File: config.mk
export PLATFORM = sky130hd
export DESIGN_NAME = tcni_mmio_bridge_flat
export DESIGN_NICKNAME = d
export VERILOG_FILES = /design/src/rtl/tcni_bridge_pkg.sv /design/src/rtl/tcni_mmio_bridge_if.sv /design/src/rtl/tcni_sync_fifo.sv /design/src/rtl/tcni_mmio_bridge.sv /design/src/flat_wrapper.sv
export SDC_FILE = /design/constraint.sdc
export NUM_CORES = 1
export LEC_CHECK = 0
export BUFFER_PORTS_ARGS = -buffer_cell sky130_fd_sc_hd__buf_2
export CORE_ASPECT_RATIO = 1.5
export CORE_MARGIN = 2
export CORE_UTILIZATION = 50
export CTS_CLUSTER_DIAMETER = 50
export DETAILED_ROUTE_END_ITERATION = 8
export PLACE_DENSITY = 0.71
export SKIP_CTS_REPAIR_TIMING = 1
export SLEW_MARGIN = 20
export SYNTH_ARGS = -nofsm -noshare
export SYNTH_HDL_FRONTEND = slang
export SYNTH_SLANG_ARGS = --single-unit
File: constraint.sdc
create_clock -name clock -period 3.8 [get_ports clock]
set_input_delay 0.76 -clock clock [delete_from_list [all_inputs] [get_ports clock]]
set_output_delay 0.76 -clock clock [all_outputs]
set_load 0.005 [all_outputs]
File: src/rtl/tcni_bridge_pkg.sv
// Shared constants for the TCNI MMIO bridge: register offsets inside the
// 8-word window, STATUS bit positions and IRQ_EN bit positions.
package tcni_bridge_pkg;

  // Register offsets (word offset within the window)
  localparam logic [2:0] REG_STATUS  = 3'd0;
  localparam logic [2:0] REG_TX_DATA = 3'd1;
  localparam logic [2:0] REG_RX_DATA = 3'd2;
  localparam logic [2:0] REG_RX_POP  = 3'd3;
  localparam logic [2:0] REG_IRQ_EN  = 3'd4;
  localparam logic [2:0] REG_ERR     = 3'd5;

  // STATUS bit positions
  localparam int unsigned ST_TX_FULL      = 0;
  localparam int unsigned ST_TX_EMPTY     = 1;
  localparam int unsigned ST_RX_EMPTY     = 2;
  localparam int unsigned ST_RX_FULL      = 3;
  localparam int unsigned ST_OVF          = 4;
  localparam int unsigned ST_TX_COUNT_LSB = 8;
  localparam int unsigned ST_RX_COUNT_LSB = 16;

  // IRQ_EN bit positions
  localparam int unsigned IE_RX_NOT_EMPTY = 0;
  localparam int unsigned IE_TX_EMPTY     = 1;
  localparam int unsigned IE_OVF          = 2;

  // ERR (write-one-to-clear) bit positions
  localparam int unsigned ERR_OVF = 0;

endpackage

File: src/rtl/tcni_mmio_bridge_if.sv
// CPU bus and network port signals of the TCNI MMIO bridge.
// master: CPU/network side; slave: the bridge.
interface tcni_mmio_bridge_if #(
  parameter int unsigned MEMORY_BUS_WIDTH = 32
);
  logic [MEMORY_BUS_WIDTH-3:0] addr_out;
  logic [MEMORY_BUS_WIDTH-1:0] data_out;
  logic [3:0]                  wb_out;
  logic [MEMORY_BUS_WIDTH-1:0] data_in;
  logic                        irq;
  logic [MEMORY_BUS_WIDTH-1:0] tx_data;
  logic                        tx_valid;
  logic                        tx_ready;
  logic [MEMORY_BUS_WIDTH-1:0] rx_data;
  logic                        rx_valid;
  logic                        rx_ready;

  modport master (
    output addr_out, data_out, wb_out, tx_ready, rx_data, rx_valid,
    input  data_in, irq, tx_data, tx_valid, rx_ready
  );

  modport slave (
    input  addr_out, data_out, wb_out, tx_ready, rx_data, rx_valid,
    output data_in, irq, tx_data, tx_valid, rx_ready
  );
endinterface

File: src/rtl/tcni_sync_fifo.sv
// Synchronous word FIFO. Full/empty are judged on the state before the
// cycle: a push while full is taken only alongside a real pop, a pop while
// empty is ignored. The head reads 0 while empty.
module tcni_sync_fifo #(
  parameter int unsigned WIDTH = 32,
  parameter int unsigned DEPTH = 8
) (
  input  logic                     clock,
  input  logic                     reset,
  input  logic                     i_push,
  input  logic                     i_pop,
  input  logic [WIDTH-1:0]         i_wdata,
  output logic                     o_full,
  output logic                     o_empty,
  output logic [$clog2(DEPTH):0]   o_count,
  output logic [WIDTH-1:0]         o_head
);
  localparam int unsigned AW = $clog2(DEPTH);
  localparam int unsigned CW = AW + 1;

  logic [WIDTH-1:0] r_mem [DEPTH];
  logic [AW-1:0]    r_wptr;
  logic [AW-1:0]    r_rptr;
  logic [CW-1:0]    r_count;
  logic             w_empty;
  logic             w_full;
  logic             w_pop_ok;
  logic             w_push_ok;

  assign w_empty   = (r_count == '0);
  assign w_full    = (r_count == CW'(DEPTH));
  assign w_pop_ok  = i_pop && !w_empty;
  assign w_push_ok = i_push && (!w_full || w_pop_ok);

  // Pointers and occupancy; pointers wrap naturally since DEPTH is a power of two
  always_ff @(posedge clock or posedge reset) begin
    if (reset) begin
      r_wptr  <= '0;
      r_rptr  <= '0;
      r_count <= '0;
    end else begin
      if (w_push_ok) r_wptr <= r_wptr + AW'(1);
      if (w_pop_ok)  r_rptr <= r_rptr + AW'(1);
      r_count <= r_count + CW'(w_push_ok) - CW'(w_pop_ok);
    end
  end

  // Storage array; contents are don't-care until written
  always_ff @(posedge clock) begin
    if (w_push_ok) r_mem[r_wptr] <= i_wdata;
  end

  assign o_full  = w_full;
  assign o_empty = w_empty;
  assign o_count = r_count;
  assign o_head  = w_empty ? '0 : r_mem[r_rptr];
endmodule

File: src/rtl/tcni_mmio_bridge.sv
// TCNI MMIO bridge: decodes CPU word accesses into an 8-word register window,
// feeds a TX FIFO toward the network and buffers network words in an RX FIFO.
// Optional feature macro: TCNI_BRIDGE_IRQ_EN (interrupt logic and IRQ_EN
// register); when undefined irq is tied low and IRQ_EN reads 0.
module tcni_mmio_bridge
  import tcni_bridge_pkg::*;
#(
  parameter int unsigned                 MEMORY_BUS_WIDTH = 32,
  parameter int unsigned                 FIFO_DEPTH       = 8,
  parameter logic [MEMORY_BUS_WIDTH-3:0] BASE_ADDR        = '0
) (
  input logic               clock,
  input logic               reset,
  tcni_mmio_bridge_if.slave bus
);
  localparam int unsigned W  = MEMORY_BUS_WIDTH;
  localparam int unsigned CW = $clog2(FIFO_DEPTH) + 1;

  logic          w_hit;
  logic [2:0]    w_off;
  logic          w_wr;
  logic          w_rd;
  logic          w_tx_push;
  logic          w_tx_pop;
  logic          w_rx_push;
  logic          w_rx_pop;
  logic          w_tx_full;
  logic          w_tx_empty;
  logic          w_rx_full;
  logic          w_rx_empty;
  logic [CW-1:0] w_tx_count;
  logic [CW-1:0] w_rx_count;
  logic [W-1:0]  w_tx_head;
  logic [W-1:0]  w_rx_head;
  logic          w_ovf_set;
  logic          w_ovf_clr;
  logic [2:0]    w_irq_en;
  logic [W-1:0]  w_status;
  logic [W-1:0]  w_rdata;
  logic          r_ovf;
  logic [W-1:0]  r_data_in;

  assign w_hit = (bus.addr_out[W-3:3] == BASE_ADDR[W-3:3]);
  assign w_off = bus.addr_out[2:0];
  assign w_wr  = w_hit && (bus.wb_out != 4'h0);
  assign w_rd  = w_hit && (bus.wb_out == 4'h0);

  // Only a full-word write to TX_DATA pushes; partial writes are dropped
  assign w_tx_push = w_wr && (w_off == REG_TX_DATA) && (bus.wb_out == 4'hF);
  assign w_tx_pop  = !w_tx_empty && bus.tx_ready;
  assign w_rx_push = bus.rx_valid && !w_rx_full;
  assign w_rx_pop  = w_wr && (w_off == REG_RX_POP);

  // A rejected TX push is one made while full with no same-cycle pop
  assign w_ovf_set = w_tx_push && w_tx_full && !w_tx_pop;
  assign w_ovf_clr = w_wr && (w_off == REG_ERR) && bus.wb_out[0] && bus.data_out[ERR_OVF];

  tcni_sync_fifo #(
    .WIDTH (W),
    .DEPTH (FIFO_DEPTH)
  ) u_tx_fifo (
    .clock   (clock),
    .reset   (reset),
    .i_push  (w_tx_push),
    .i_pop   (w_tx_pop),
    .i_wdata (bus.data_out),
    .o_full  (w_tx_full),
    .o_empty (w_tx_empty),
    .o_count (w_tx_count),
    .o_head  (w_tx_head)
  );

  tcni_sync_fifo #(
    .WIDTH (W),
    .DEPTH (FIFO_DEPTH)
  ) u_rx_fifo (
    .clock   (clock),
    .reset   (reset),
    .i_push  (w_rx_push),
    .i_pop   (w_rx_pop),
    .i_wdata (bus.rx_data),
    .o_full  (w_rx_full),
    .o_empty (w_rx_empty),
    .o_count (w_rx_count),
    .o_head  (w_rx_head)
  );

  // Sticky overflow flag; a same-cycle set beats the clear
  always_ff @(posedge clock or posedge reset) begin
    if (reset) begin
      r_ovf <= 1'b0;
    end else if (w_ovf_set) begin
      r_ovf <= 1'b1;
    end else if (w_ovf_clr) begin
      r_ovf <= 1'b0;
    end
  end

`ifdef TCNI_BRIDGE_IRQ_EN
  logic [2:0] r_irq_en;
  logic       r_irq;

  // IRQ_EN register, written through byte lane 0 only
  always_ff @(posedge clock or posedge reset) begin
    if (reset) begin
      r_irq_en <= '0;
    end else if (w_wr && (w_off == REG_IRQ_EN) && bus.wb_out[0]) begin
      r_irq_en <= bus.data_out[2:0];
    end
  end

  // Interrupt flop sampling the current registered FIFO/ovf state
  always_ff @(posedge clock or posedge reset) begin
    if (reset) begin
      r_irq <= 1'b0;
    end else begin
      r_irq <= (r_irq_en[IE_RX_NOT_EMPTY] & ~w_rx_empty) |
               (r_irq_en[IE_TX_EMPTY]     &  w_tx_empty) |
               (r_irq_en[IE_OVF]          &  r_ovf);
    end
  end

  assign w_irq_en = r_irq_en;
  assign bus.irq  = r_irq;
`else
  assign w_irq_en = '0;
  assign bus.irq  = 1'b0;
`endif

  // STATUS word assembled from current state
  always_comb begin
    w_status                            = '0;
    w_status[ST_TX_FULL]                = w_tx_full;
    w_status[ST_TX_EMPTY]               = w_tx_empty;
    w_status[ST_RX_EMPTY]               = w_rx_empty;
    w_status[ST_RX_FULL]                = w_rx_full;
    w_status[ST_OVF]                    = r_ovf;
    w_status[ST_TX_COUNT_LSB +: CW]     = w_tx_count;
    w_status[ST_RX_COUNT_LSB +: CW]     = w_rx_count;
  end

  // Read mux on pre-write state; misses, writes and unused offsets give 0
  always_comb begin
    w_rdata = '0;
    if (w_rd) begin
      case (w_off)
        REG_STATUS:  w_rdata = w_status;
        REG_RX_DATA: w_rdata = w_rx_head;
        REG_IRQ_EN:  w_rdata = W'(w_irq_en);
        default:     w_rdata = '0;
      endcase
    end
  end

  // Registered read data, one cycle of latency
  always_ff @(posedge clock or posedge reset) begin
    if (reset) begin
      r_data_in <= '0;
    end else begin
      r_data_in <= w_rdata;
    end
  end

  assign bus.data_in  = r_data_in;
  assign bus.tx_data  = w_tx_head;
  assign bus.tx_valid = !w_tx_empty;
  assign bus.rx_ready = !w_rx_full;
endmodule
File: src/flat_wrapper.sv
// flat-port wrapper written by rule: the top's interface ports become plain ports
module tcni_mmio_bridge_flat import tcni_bridge_pkg::*;
#(
  parameter int unsigned                 MEMORY_BUS_WIDTH = 32,
  parameter int unsigned                 FIFO_DEPTH       = 8,
  parameter logic [MEMORY_BUS_WIDTH-3:0] BASE_ADDR        = '0
)
  (clock, reset, bus_addr_out, bus_data_out, bus_wb_out, bus_tx_ready, bus_rx_data, bus_rx_valid, bus_data_in, bus_irq, bus_tx_data, bus_tx_valid, bus_rx_ready);
  tcni_mmio_bridge_if #(.MEMORY_BUS_WIDTH(MEMORY_BUS_WIDTH)) bus_i ();
  input logic clock;
  input logic reset;
  input wire logic [$bits(bus_i.addr_out)-1:0] bus_addr_out;
  input wire logic [$bits(bus_i.data_out)-1:0] bus_data_out;
  input wire logic [$bits(bus_i.wb_out)-1:0] bus_wb_out;
  input wire logic [$bits(bus_i.tx_ready)-1:0] bus_tx_ready;
  input wire logic [$bits(bus_i.rx_data)-1:0] bus_rx_data;
  input wire logic [$bits(bus_i.rx_valid)-1:0] bus_rx_valid;
  output wire logic [$bits(bus_i.data_in)-1:0] bus_data_in;
  output wire logic [$bits(bus_i.irq)-1:0] bus_irq;
  output wire logic [$bits(bus_i.tx_data)-1:0] bus_tx_data;
  output wire logic [$bits(bus_i.tx_valid)-1:0] bus_tx_valid;
  output wire logic [$bits(bus_i.rx_ready)-1:0] bus_rx_ready;
  assign bus_i.addr_out = bus_addr_out;
  assign bus_i.data_out = bus_data_out;
  assign bus_i.wb_out = bus_wb_out;
  assign bus_i.tx_ready = bus_tx_ready;
  assign bus_i.rx_data = bus_rx_data;
  assign bus_i.rx_valid = bus_rx_valid;
  assign bus_data_in = bus_i.data_in;
  assign bus_irq = bus_i.irq;
  assign bus_tx_data = bus_i.tx_data;
  assign bus_tx_valid = bus_i.tx_valid;
  assign bus_rx_ready = bus_i.rx_ready;
  tcni_mmio_bridge #(.MEMORY_BUS_WIDTH(MEMORY_BUS_WIDTH), .FIFO_DEPTH(FIFO_DEPTH), .BASE_ADDR(BASE_ADDR)) u_core (.clock(clock), .reset(reset), .bus(bus_i));
endmodule
== Word-level counts from Yosys, hierarchy flattened ==
Memories as Yosys holds them, arrays and structs flattened.
Cells that the tools add are included.
W data, S select, Z words.

* Register bits: 53
* Bits in writable memories: 512
* Output and inout bits: 67
* Memories: 2

* Add/subtract/negate cells: 8
* Eq/ne operators: 7
* Multiplexer cells: 10
* Reductions and logical operators: 30

{| class="wikitable"
|+ Memory list
! name !! words !! bits a word !! read ports !! clocked after memory_dff !! write ports !! RTL line !! source
|-
| u_core.u_rx_fifo.r_mem || 8 || 32 || 1 || 0 || 1 || tcni_sync_fifo.sv:21 || <nowiki>logic [WIDTH-1:0] r_mem [DEPTH];</nowiki>
|-
| u_core.u_tx_fifo.r_mem || 8 || 32 || 1 || 0 || 1 || tcni_sync_fifo.sv:21 ||
|}

{| class="wikitable"
|+ Operators with widths
! operator !! number
|-
| $mux W32 || 3
|-
| $pmux W32 S2 || 1
|-
| $logic_not A27 Y1 || 1
|-
| $logic_and A1 B1 Y1 || 16
|-
| $add A3 B1 Y3 const B || 4
|-
| $eq A4 B4 Y1 const B || 3
|-
| $logic_not A4 Y1 || 3
|-
| $add A4 B1 Y4 || 2
|-
| $sub A4 B1 Y4 || 2
|-
| $eq A3 B2 Y1 const B || 2
|-
| $mux W1 || 6
|-
| $logic_not A1 Y1 || 5
|-
| $reduce_bool A4 Y1 || 1
|-
| $eq A3 B1 Y1 const B || 1
|-
| $eq A3 B3 Y1 const B || 1
|-
| $logic_not A3 Y1 || 1
|-
| $logic_or A1 B1 Y1 || 2
|-
| $reduce_bool A2 Y1 || 1
|}

== Depth between registers and ports, before layout ==
Gate-level depths: netlist of the first run.

* Depth in word-level cells: 8
* Mapped depth: 11

== Cells and area by module ==
A second synthesis of the first run with hierarchy kept.

* Cell total of the unflattened synthesis: 985
* Area, all modules: 21,787.1 µm²

{| class="wikitable"
|+ Modules (own cells, without submodules)
! module !! times used !! cells an instance !! area each (µm²) !! sequential area each (µm²)
|-
| tcni_sync_fifo || 2 || 434 || 10,197.3 || 7,937.6
|-
| tcni_mmio_bridge || 1 || 117 || 1,392.6 || 825.8
|}

== Least setup slack after synthesis of the first run ==
OpenSTA, ideal clock, no wires.

* Path type: register to register
* Start: register u_core.u_rx_fifo.r_count[2] (netlist: u_core.u_rx_fifo.o_count[2])
* End: memory u_core.u_rx_fifo.r_mem[0][0], enable pin
* Setup time: 0.461 ns
* Arrival: 3.295 ns
* Data required time: 3.339 ns
* Setup slack: 0.044 ns
* Stages on the path, launching flop included: 7
* Path buffers: 0
* Period minus slack after synthesis: 3.756 ns
* Path through: dfrtp_1 -> inv_1 -> ha_1 -> or3b_2 -> and2_1 -> nand2b_1 -> nor3_1

* Elaborated cells between the ends (all ways): 10
* Those cells by class: eq/ne (1); mux (2); reduce/logical (7)

{| class="wikitable"
|+ RTL lines
! element !! RTL line !! source
|-
| start, declared || tcni_sync_fifo.sv:24 || <nowiki>logic [CW-1:0] r_count;</nowiki>
|-
| start signal, assigned || tcni_sync_fifo.sv:44 || <nowiki>r_count <= r_count + CW'(w_push_ok) - CW'(w_pop_ok);</nowiki>
|-
| $eq A4 B4 Y1 (*) || tcni_sync_fifo.sv:31 || <nowiki>assign w_full = (r_count == CW'(DEPTH));</nowiki>
|-
| $logic_not A1 Y1 (*) || n/a ||
|-
| named net bus_rx_ready || flat_wrapper.sv:22 || <nowiki>output wire logic [$bits(bus_i.rx_ready)-1:0] bus_rx_ready;</nowiki>
|-
| $logic_and A1 B1 Y1 or $logic_or A1 B1 Y1 (tied branches) || tcni_mmio_bridge.sv:51, tcni_sync_fifo.sv:33 ||
|-
| $logic_and A1 B1 Y1 (*) || tcni_sync_fifo.sv:33 || <nowiki>assign w_push_ok = i_push && (!w_full || w_pop_ok);</nowiki>
|-
| $mux W1 (*) || tcni_sync_fifo.sv:50 || <nowiki>if (w_push_ok) r_mem[r_wptr] <= i_wdata;</nowiki>
|-
| $mux W1 (not written as such) (*) || tcni_sync_fifo.sv:50 ||
|-
| end, declared || tcni_sync_fifo.sv:21 ||
|}

Mark *: on every way through the listed nets, which the timed path passes. The rest lies on a longest branch.

== Worst setup path in the final report of the first run ==
* Start: register u_core.u_tx_fifo.r_rptr[0]
* End: output port bus_tx_data[13]

* Word-level cells in the longest chain between the ends: 2

{| class="wikitable"
|+ RTL lines
! element !! RTL line !! source
|-
| start, declared || tcni_sync_fifo.sv:23 || <nowiki>logic [AW-1:0] r_rptr;</nowiki>
|-
| start signal, assigned || tcni_sync_fifo.sv:43 || <nowiki>if (w_pop_ok) r_rptr <= r_rptr + AW'(1);</nowiki>
|-
| $mem_v2 Z8 W32 || n/a ||
|-
| $mux W32 || tcni_sync_fifo.sv:56 || <nowiki>assign o_head = w_empty ? '0 : r_mem[r_rptr];</nowiki>
|-
| end, declared || flat_wrapper.sv:20 || <nowiki>output wire logic [$bits(bus_i.tx_data)-1:0] bus_tx_data;</nowiki>
|}

No other way between the ends.

==> impl_metrics.tcl, run 1 <==
set metrics [dict create \
    status "finished clean" \
    avgSynthCellArea_um2 20.8 \
    die_h_um 260 \
    p_sw_mw 3.97 \
    port_buffers 167 \
    maxSlewViolCount 0 \
    fin_worst_skew_ns 0.0212 \
    initial_core_util 0.502 \
    path_clk_slew_ns 0.07 \
    crit_type "reg -> out" \
    wl_per_cell_um 23.3 \
    antenna_found_initial 7 \
    worst-r2r-setup-slack_ns 1.06 \
    fin_nets 1383 \
    p_clk_frac 0.330 \
    fin_ws_ns 0.468 \
    grt_overflow 0 \
    hold_viol_final 0 \
    grt_pass1_vias 11200 \
    yosysUniqueCellTypes 49 \
    cp.arrival_ns 2.57 \
    crit_fanout 34 \
    synthArstFlopShare 0.0938 \
    crit_required_ns 3.04 \
    track_usage 0.195 \
    hold_path.class "in -> async" \
    crit_path_end_kind "primary output" \
    io_pins 169 \
    avgViaCountPerCell 5.58 \
    grt_max_degree 57 \
    internal_power_mw 11.6 \
    maxClockFrequency_mhz 300 \
    syn_inst 1056 \
    drive_gt1_frac 0.322 \
    nFillCells 3232 \
    cts_sinks 565 \
    synth_top_area_cell "edfxtp_1" \
    ys_seq_area_frac 0.762 \
    final_common_cell "edfxtp_1" \
    synth_top_cell_area_share 0.701 \
    layout_common_cells "edfxtp_1, buf_2, mux2i_1, mux4_2, nor2_1" \
    grt_pass1_wl_um 66200 \
    vias 10500 \
    r2r-start "u_core.u_rx_fifo.o_count[2]$_DFF_PP0_" \
    postRouteAntennaNets 0 \
    areaGrowthSynthToFinish_pct 16.2 \
    synth_area_leaders "edfxtp_1, mux4_2, dfrtp_1" \
    clockBufferDepth 3 \
    numCtsBuffers 51 \
    routed_wirelength_um 44100 \
    cts_max_level 2 \
    cts_tree "yes" \
    max_slew.worst_pin.slew_ns 0.905 \
    seqCellArea_mm2 0.0167 \
    place_ws_ns 0.463 \
    p_leak_nw 8.74 \
    gp_congestion 0.785 \
    relSlewSlack 0.397 \
    dp_hpwl_um 26500 \
    ir_drop_v 0.000611 \
    setup_viol 0 \
    die-area_mm2 0.0456 \
    fin_setup_tns_ns 0 \
    syn_nets 1175 \
    clock_latency_ns 0.57 \
    dr.first_iter.drc_count 815 \
    yosys_warnings 0 \
    row_count 94 \
    die_w_um 175 \
    synth_ff_type "edfxtp_1" \
    dr.pass1.iters 5 \
    cp-startpoint "u_core.u_tx_fifo.r_rptr[0]$_DFFE_PP0N_" \
    synth-seq-cells 565 \
    finalCritPeriodShare 0.877 \
    seqPwrFrac 0.487 \
    rsz0062_at_grt "no" \
    core_mm2 0.0436 \
    cp-start-kind "flop" \
    drv_cap 0 \
    power_density_mw_per_mm2 613 \
    cts_root_buf "clkbuf_16" \
    multi_input_area_mm2 0.00496 \
    layout_min_cycle_time_ns 3.33 \
    synth.cell_area_mm2 0.0219 \
    p_sw_frac 0.254 \
    drc 0 \
    combPwrFrac 0.184 \
    synth_edf_count 512 \
]
[synthesized netlist by cell type (all sizes together) (7+ instances only)]
| cell | count |
|---|---|
| clkbuf | 18 |
| inv | 17 |
| nand2 | 12 |
| ha | 15 |
| dfrtp | 53 |
| a32oi | 9 |
| nor2 | 70 |
| nor3 | 7 |
| a22oi | 26 |
| nor4 | 9 |
| mux4 | 102 |
| mux2i | 104 |
| edfxtp | 512 |
| buf | 31 |
[worst max-delay path: stages (launching register included)]
cell	delay [ns]
dfrtp_4	0.69
buf_12	0.33
mux4_2	0.55
mux2i_1	0.22
nor2_1	0.06
buf_2	0.14
[final timing paths]
kind	end	depth (start not counted)
min	u_core.bus.data_in[7]$_DFF_PP0_	2
max in group asynchronous	u_core.bus.data_in[24]$_DFF_PP0_	3
max reg2reg	u_core.u_rx_fifo.o_count[2]$_DFF_PP0_	11
min reg2reg	u_core.r_ovf$_DFFE_PP0P_	2
min in group clock	u_core.u_rx_fifo.r_mem[5][29]$_DFFE_PP_	1
max	bus_tx_data[13]	5
[layer usage]
layer	wire [µm]	GRT usage
met1	16500	0.229
met2	23800	0.356
met3	2520	0.0412
met4	1190	0.0667
met5	36	0
[layout make-up]
class,instances,area share
diodes,5,0.000491
inverters,17,0.00255
clock buffers,73,0.0568
flip-flops and latches,565,0.656
clock inverters,23,0.0101
multi-input cells,425,0.195
repair buffers,204,0.0515
well taps,576,0.0283
[power groups by stage]
stage	Sequential, mW	Combinational [mW]	Clock, mW
floorplan	7.54	2.01	0
global placement	7.71	2.90	0
detailed placement	7.74	2.94	0
CTS	7.61	2.95	5.26
global route	7.65	3.15	5.48
finish	7.60	2.87	5.15
[through the flow]
step	cell area (µm²)	power [mW]	util	hold WS, ns	instances
floorplan	21900	9.56	-	0.459	1056
global placement	23800	10.6	0.545	0.510	1787
detailed placement	23800	10.7	0.545	0.515	1787
CTS	25500	15.8	0.584	0.415	1883
global route	25500	16.3	0.584	0.380	1887
finish	25500	15.6	0.584	0.328	1888
[logic make-up after synthesis]
group,share of synthesized area
other cells,0.000171
mux,0.154
simple gates,0.0385
xor+xnor,0.00439
compound gates,0.0160
flops,0.762
buf+inv,0.0150
fa+ha+maj,0.0104
[sequential cells by signal (all words and copies together) (netlist names)]
register and count:
u_core.u_tx_fifo.r_wptr 3, u_core.u_rx_fifo.r_rptr 3, u_core.u_rx_fifo.r_wptr 3, u_core.u_tx_fifo.r_mem 256, u_core.u_rx_fifo.o_count 4, u_core.u_tx_fifo.o_count 4, u_core.u_tx_fifo.r_rptr 3, u_core.u_rx_fifo.r_mem 256
u_core.r_ovf 1, u_core.bus.data_in 32
Power figures use the tool's default switching activity.
==> run 2: changes to the inputs <==
- BUFFER_PORTS_ARGS: -buffer_cell sky130_fd_sc_hd__buf_2 -> unset
- DONT_BUFFER_PORTS: unset -> 1
- PLACE_DENSITY: 0.71 -> 0.68
==> impl_metrics.tcl, run 2 (synthesized netlist as in run 1, its figures left out) <==
set metrics [dict create \
    cp_slowest_stage_delay_ns 0.78 \
    dr.pass1.iters 4 \
    core_mm2 0.0436 \
    vias 9901 \
    die_w_um 175 \
    utilization 0.563 \
    multi_input_area_mm2 0.00496 \
    finalNonFillerCells 1716 \
    setup_viol 0 \
    relSlewSlack 0.367 \
    postRouteAntennaNets 0 \
    r2r_end "u_core.u_rx_fifo.o_count[2]$_DFF_PP0_" \
    final_common_cell "edfxtp_1" \
    crit_slowest_cell "dfrtp_4" \
    crit_required_ns 3.04 \
    ir_drop_v 0.000560 \
    track_usage 0.189 \
    grt_pass1_wl_um 64000 \
    layout_min_cycle_time_ns 3.32 \
    cp-start-kind "flop" \
    layout_common_cells "edfxtp_1, mux2i_1, mux4_2, nor2_1, clkbuf_16" \
    crit_path_end_kind "primary output" \
    n_antenna_cell 0 \
    fin_ws_ns 0.483 \
    numCtsBuffers 52 \
    port_buffers 0 \
    max_slew.worst_pin.slew_ns 0.948 \
    crit_fanout 26 \
    fin_setup_tns_ns 0 \
    p_leak_nw 8.02 \
    routed_wirelength_um 42100 \
    worst-r2r-setup-slack_ns 1.09 \
    min_from "bus_rx_data[29]" \
    grt_pass1_vias 10500 \
    seqCellArea_mm2 0.0167 \
    hold_path.class "in -> reg" \
    areaGrowthSynthToFinish_pct 12.1 \
    worstHoldPathCells 0 \
    clockBufferDepth 3 \
    power_density_mw_per_mm2 627 \
    path_buf_inv 1 \
    hold_viol_final 0 \
    rr_worst_depth 11 \
    r2r-start "u_core.u_rx_fifo.o_count[2]$_DFF_PP0_" \
    row_count 94 \
    crit_type "reg -> out" \
    cts_tree "yes" \
    cp_top_family "flip-flops" \
    place_ws_ns 0.854 \
    avgViaCountPerCell 5.77 \
    cp.arrival_ns 2.56 \
    cts_max_level 2 \
    io_pins 169 \
    status "finished clean" \
    whs_endpoint "u_core.u_rx_fifo.r_mem[0][29]$_DFFE_PP_" \
    placed_cells 1619 \
    initial_core_util 0.502 \
    maxClockFrequency_mhz 301 \
    fin_worst_skew_ns 0.0198 \
    power_mw 15.4 \
    dr.first_iter.drc_count 667 \
    finalCritPeriodShare 0.873 \
    dp_hpwl_um 24800 \
    cts_sinks 565 \
    nFillCells 3196 \
    rsz0062_at_grt "no" \
    drv_cap 0 \
    die_h_um 260 \
    wl_per_cell_um 24.5 \
    die-area_mm2 0.0456 \
    grt_overflow 0 \
    clock_latency_ns 0.57 \
    grt_max_degree 40 \
    drive_gt1_frac 0.226 \
    maxSlewViolCount 0 \
    path_clk_slew_ns 0.07 \
    drc 0 \
    antenna_found_initial 0 \
    fin_nets 1216 \
    cts_root_buf "clkbuf_16" \
    gp_congestion 0.783 \
    cp_cell_sequence "buf_4 > mux4_2 > mux2i_1 > nor2_1" \
]
[run 2: cell count changes in the layout (fill, tap and decap cells not counted), sizes merged, moves of 2 or more]
| cell | previous run | this run |
|---|---|---|
| inv | 21 | 23 |
| clkinv | 13 | 17 |
| clkbuf | 73 | 64 |
| buf | 204 | 36 |
| diode | 5 | 0 |
| bufinv | 4 | 7 |
[run 2: worst register-to-register path, cell delays in order, from the launching register on]
cell and delay (ns):
dfrtp_1 0.42, inv_1 0.12, ha_1 0.16, or3b_2 0.53, and2_1 0.24, inv_1 0.11, ha_1 0.23, inv_1 0.06
ha_1 0.15, inv_1 0.06, fa_1 0.40, xnor2_1 0.13
[run 2: area by class of cell]
cell class | count | area share
Clock buffer | 64 | 0.0561
Clock inverter | 33 | 0.0160
Inverter | 17 | 0.00260
Multi-Input combinational cell | 425 | 0.202
Sequential cell | 565 | 0.680
Tap cell | 576 | 0.0293
Timing Repair Buffer | 36 | 0.0141
[run 2: report_power, final]
group	internal, mW	switching [mW]
Combinational	1.18	1.25
Sequential	7.29	0.385
Clock	3.09	2.23
[run 2: layer usage]
layer	routed length [µm]	global-route usage
met3	2540	0.0462
met5	0	0
met1	15800	0.221
met2	22700	0.342
met4	1030	0.0586
[run 2: worst max-delay path by stage]
stage / start / slack [ns] / to / cells past startpoint
6_report: u_core.u_tx_fifo.r_rptr[0]$_DFFE_PP0N_ / 0.48 / bus_tx_data[26] / 4
4_1_cts: u_core.u_tx_fifo.r_rptr[0]$_DFFE_PP0N_ / 0.39 / bus_tx_data[26] / 4
5_1_grt: u_core.u_tx_fifo.r_rptr[0]$_DFFE_PP0N_ / 0.30 / bus_tx_data[26] / 4
2_1_floorplan: u_core.u_rx_fifo.o_count[2]$_DFF_PP0_ / 0.04 / u_core.u_rx_fifo.r_mem[0][0]$_DFFE_PP_ / 6
3_5_place_dp: bus_addr_out[28] / 0.85 / u_core.u_tx_fifo.r_mem[0][6]$_DFFE_PP_ / 5
3_3_place_gp: bus_addr_out[28] / 0.91 / u_core.u_tx_fifo.r_mem[0][2]$_DFFE_PP_ / 5
[run 2: metrics by stage]
step,area (µm²),hold WS [ns]
2_1_floorplan,21900,0.459
3_3_place_gp,22800,0.508
3_5_place_dp,22800,0.526
4_1_cts,24600,0.246
5_1_grt,24600,0.248
6_report,24600,0.277
==> run 3: changes to the inputs <==
- PLACE_DENSITY: 0.68 -> 0.76
==> impl_metrics.tcl, run 3 (synthesized netlist as in run 1, its figures left out) <==
set metrics [dict create \
    port_buffers 0 \
    vias 9999 \
    fin_setup_tns_ns 0 \
    cp_cell_sequence "buf_12 > mux4_2 > mux2i_1 > nor2_1" \
    dp_hpwl_um 26600 \
    n_antenna_cell 0 \
    cts_max_level 2 \
    maxSlewViolCount 0 \
    drv_cap 0 \
    routed_wirelength_um 43600 \
    cp.arrival_ns 2.68 \
    maxClockFrequency_mhz 291 \
    dr.pass1.iters 5 \
    crit_type "reg -> out" \
    power_density_mw_per_mm2 633 \
    die_h_um 260 \
    hold_viol_final 0 \
    path_buf_inv 1 \
    clock_latency_ns 0.58 \
    avgViaCountPerCell 5.84 \
    max_slew.worst_pin.slew_ns 0.920 \
    row_count 94 \
    r2r-start "u_core.u_rx_fifo.o_count[2]$_DFF_PP0_" \
    die-area_mm2 0.0456 \
    layout_common_cells "edfxtp_1, mux2i_1, mux4_2, nor2_1, clkbuf_16" \
    io_pins 169 \
    layout_min_cycle_time_ns 3.44 \
    numCtsBuffers 51 \
    final_common_cell "edfxtp_1" \
    gp_congestion 0.759 \
    finalCritPeriodShare 0.906 \
    die_w_um 175 \
    crit_slowest_cell "dfrtp_4" \
    postRouteAntennaNets 0 \
    cp_top_family "flip-flops" \
    drive_gt1_frac 0.223 \
    fin_ws_ns 0.358 \
    initial_core_util 0.502 \
    cp-start-kind "flop" \
    grt_pass1_vias 10900 \
    rr_worst_depth 11 \
    fin_nets 1214 \
    rsz0062_at_grt "no" \
    relSlewSlack 0.387 \
    path_clk_slew_ns 0.06 \
    crit_path_end_kind "primary output" \
    crit_required_ns 3.04 \
    fin_worst_skew_ns 0.0176 \
    place_ws_ns 0.617 \
    r2r_end "u_core.u_rx_fifo.o_count[3]$_DFF_PP0_" \
    status "finished clean" \
    core_mm2 0.0436 \
    worst-r2r-setup-slack_ns 0.95 \
    ir_drop_v 0.000492 \
    grt_max_degree 63 \
    antenna_found_initial 0 \
    cts_root_buf "clkbuf_16" \
    hold_path.class "in -> async" \
    grt_pass1_wl_um 66900 \
    track_usage 0.196 \
    cts_sinks 565 \
    dr.first_iter.drc_count 826 \
    drc 0 \
    clockBufferDepth 3 \
    setup_viol 0 \
    cp_slowest_stage_delay_ns 0.94 \
    grt_overflow 0 \
    wl_per_cell_um 25.5 \
    areaGrowthSynthToFinish_pct 12.6 \
    p_leak_nw 8.06 \
    cts_tree "yes" \
    crit_fanout 39 \
]
## run 3: cell count changes in the layout (fill, tap and decap cells not counted), moves of 2 or more
| cell | before | now |
|---|---|---|
| buf_12 | 6 | 11 |
| buf_4 | 30 | 24 |
| bufinv_16 | 7 | 10 |
| clkbuf_1 | 10 | 7 |
| clkbuf_16 | 53 | 51 |
| clkinv_2 | 10 | 6 |
| clkinv_4 | 1 | 6 |
| inv_6 | 5 | 2 |
## run 3: per-layer routing
metal | vias to the layer above | global-route usage | wire, µm
met3 | 75 | 0.0586 | 3640
met2 | 333 | 0.359 | 23600
met4 | 0 | 0.0569 | 1040
met1 | 5236 | 0.222 | 15300
li1 | 4355 | - | -
met5 | - | 0 | 0
## run 3: layout make-up
| type | count | area, µm² |
|---|---|---|
| Inverter | 17 | 63.8 |
| Tap cell | 576 | 721 |
| Timing Repair Buffer | 35 | 400 |
| Sequential cell | 565 | 16700 |
| Clock inverter | 36 | 527 |
| Multi-Input combinational cell | 425 | 4960 |
| Clock buffer | 59 | 1320 |
| Fill cell | 3145 | 18900 |
## run 3: worst max path at each step
stage / cells past startpoint / slack (ns) / from / to
3_3_place_gp: 8 / 0.63 / bus_addr_out[28] / u_core.u_tx_fifo.o_count[1]$_DFF_PP0_
4_1_cts: 4 / 0.25 / u_core.u_tx_fifo.r_rptr[0]$_DFFE_PP0N_ / bus_tx_data[4]
3_5_place_dp: 8 / 0.62 / bus_addr_out[28] / u_core.u_tx_fifo.o_count[2]$_DFF_PP0_
6_report: 4 / 0.36 / u_core.u_tx_fifo.r_rptr[0]$_DFFE_PP0N_ / bus_tx_data[31]
2_1_floorplan: 6 / 0.04 / u_core.u_rx_fifo.o_count[2]$_DFF_PP0_ / u_core.u_rx_fifo.r_mem[0][0]$_DFFE_PP_
5_1_grt: 4 / 0.17 / u_core.u_tx_fifo.r_rptr[0]$_DFFE_PP0N_ / bus_tx_data[31]
## run 3: power by group
part           switching (mW)  leakage, nW  internal (mW)
sequential              0.411         5.33           7.29
clock                    2.26        0.893           3.23
combinational            1.26         1.84           1.20
## run 3: stage by stage
stage / utilization / hold WS, ns / instance area [µm²] / power, mW / instances
after floorplan: - / 0.459 / 21900 / 9.56 / 1056
after global placement: 0.524 / 0.511 / 22900 / 10.3 / 1618
after detailed placement: 0.524 / 0.528 / 22900 / 10.3 / 1618
after CTS: 0.566 / 0.237 / 24700 / 15.8 / 1713
after global routing: 0.566 / 0.235 / 24700 / 16.3 / 1713
final: 0.566 / 0.252 / 24700 / 15.6 / 1713
## run 3: worst reg2reg max path, delay by kind of cell, from the launching register on
family                     cells  cell delay, ns
adders and majority gates      3            0.63
xor gates and xnor gates       1            0.18
buffers and inverters          3            0.34
AOI/OAI and AO/OA              2            0.39
and+or+nand+nor                2            0.81
DFF                            1            0.42
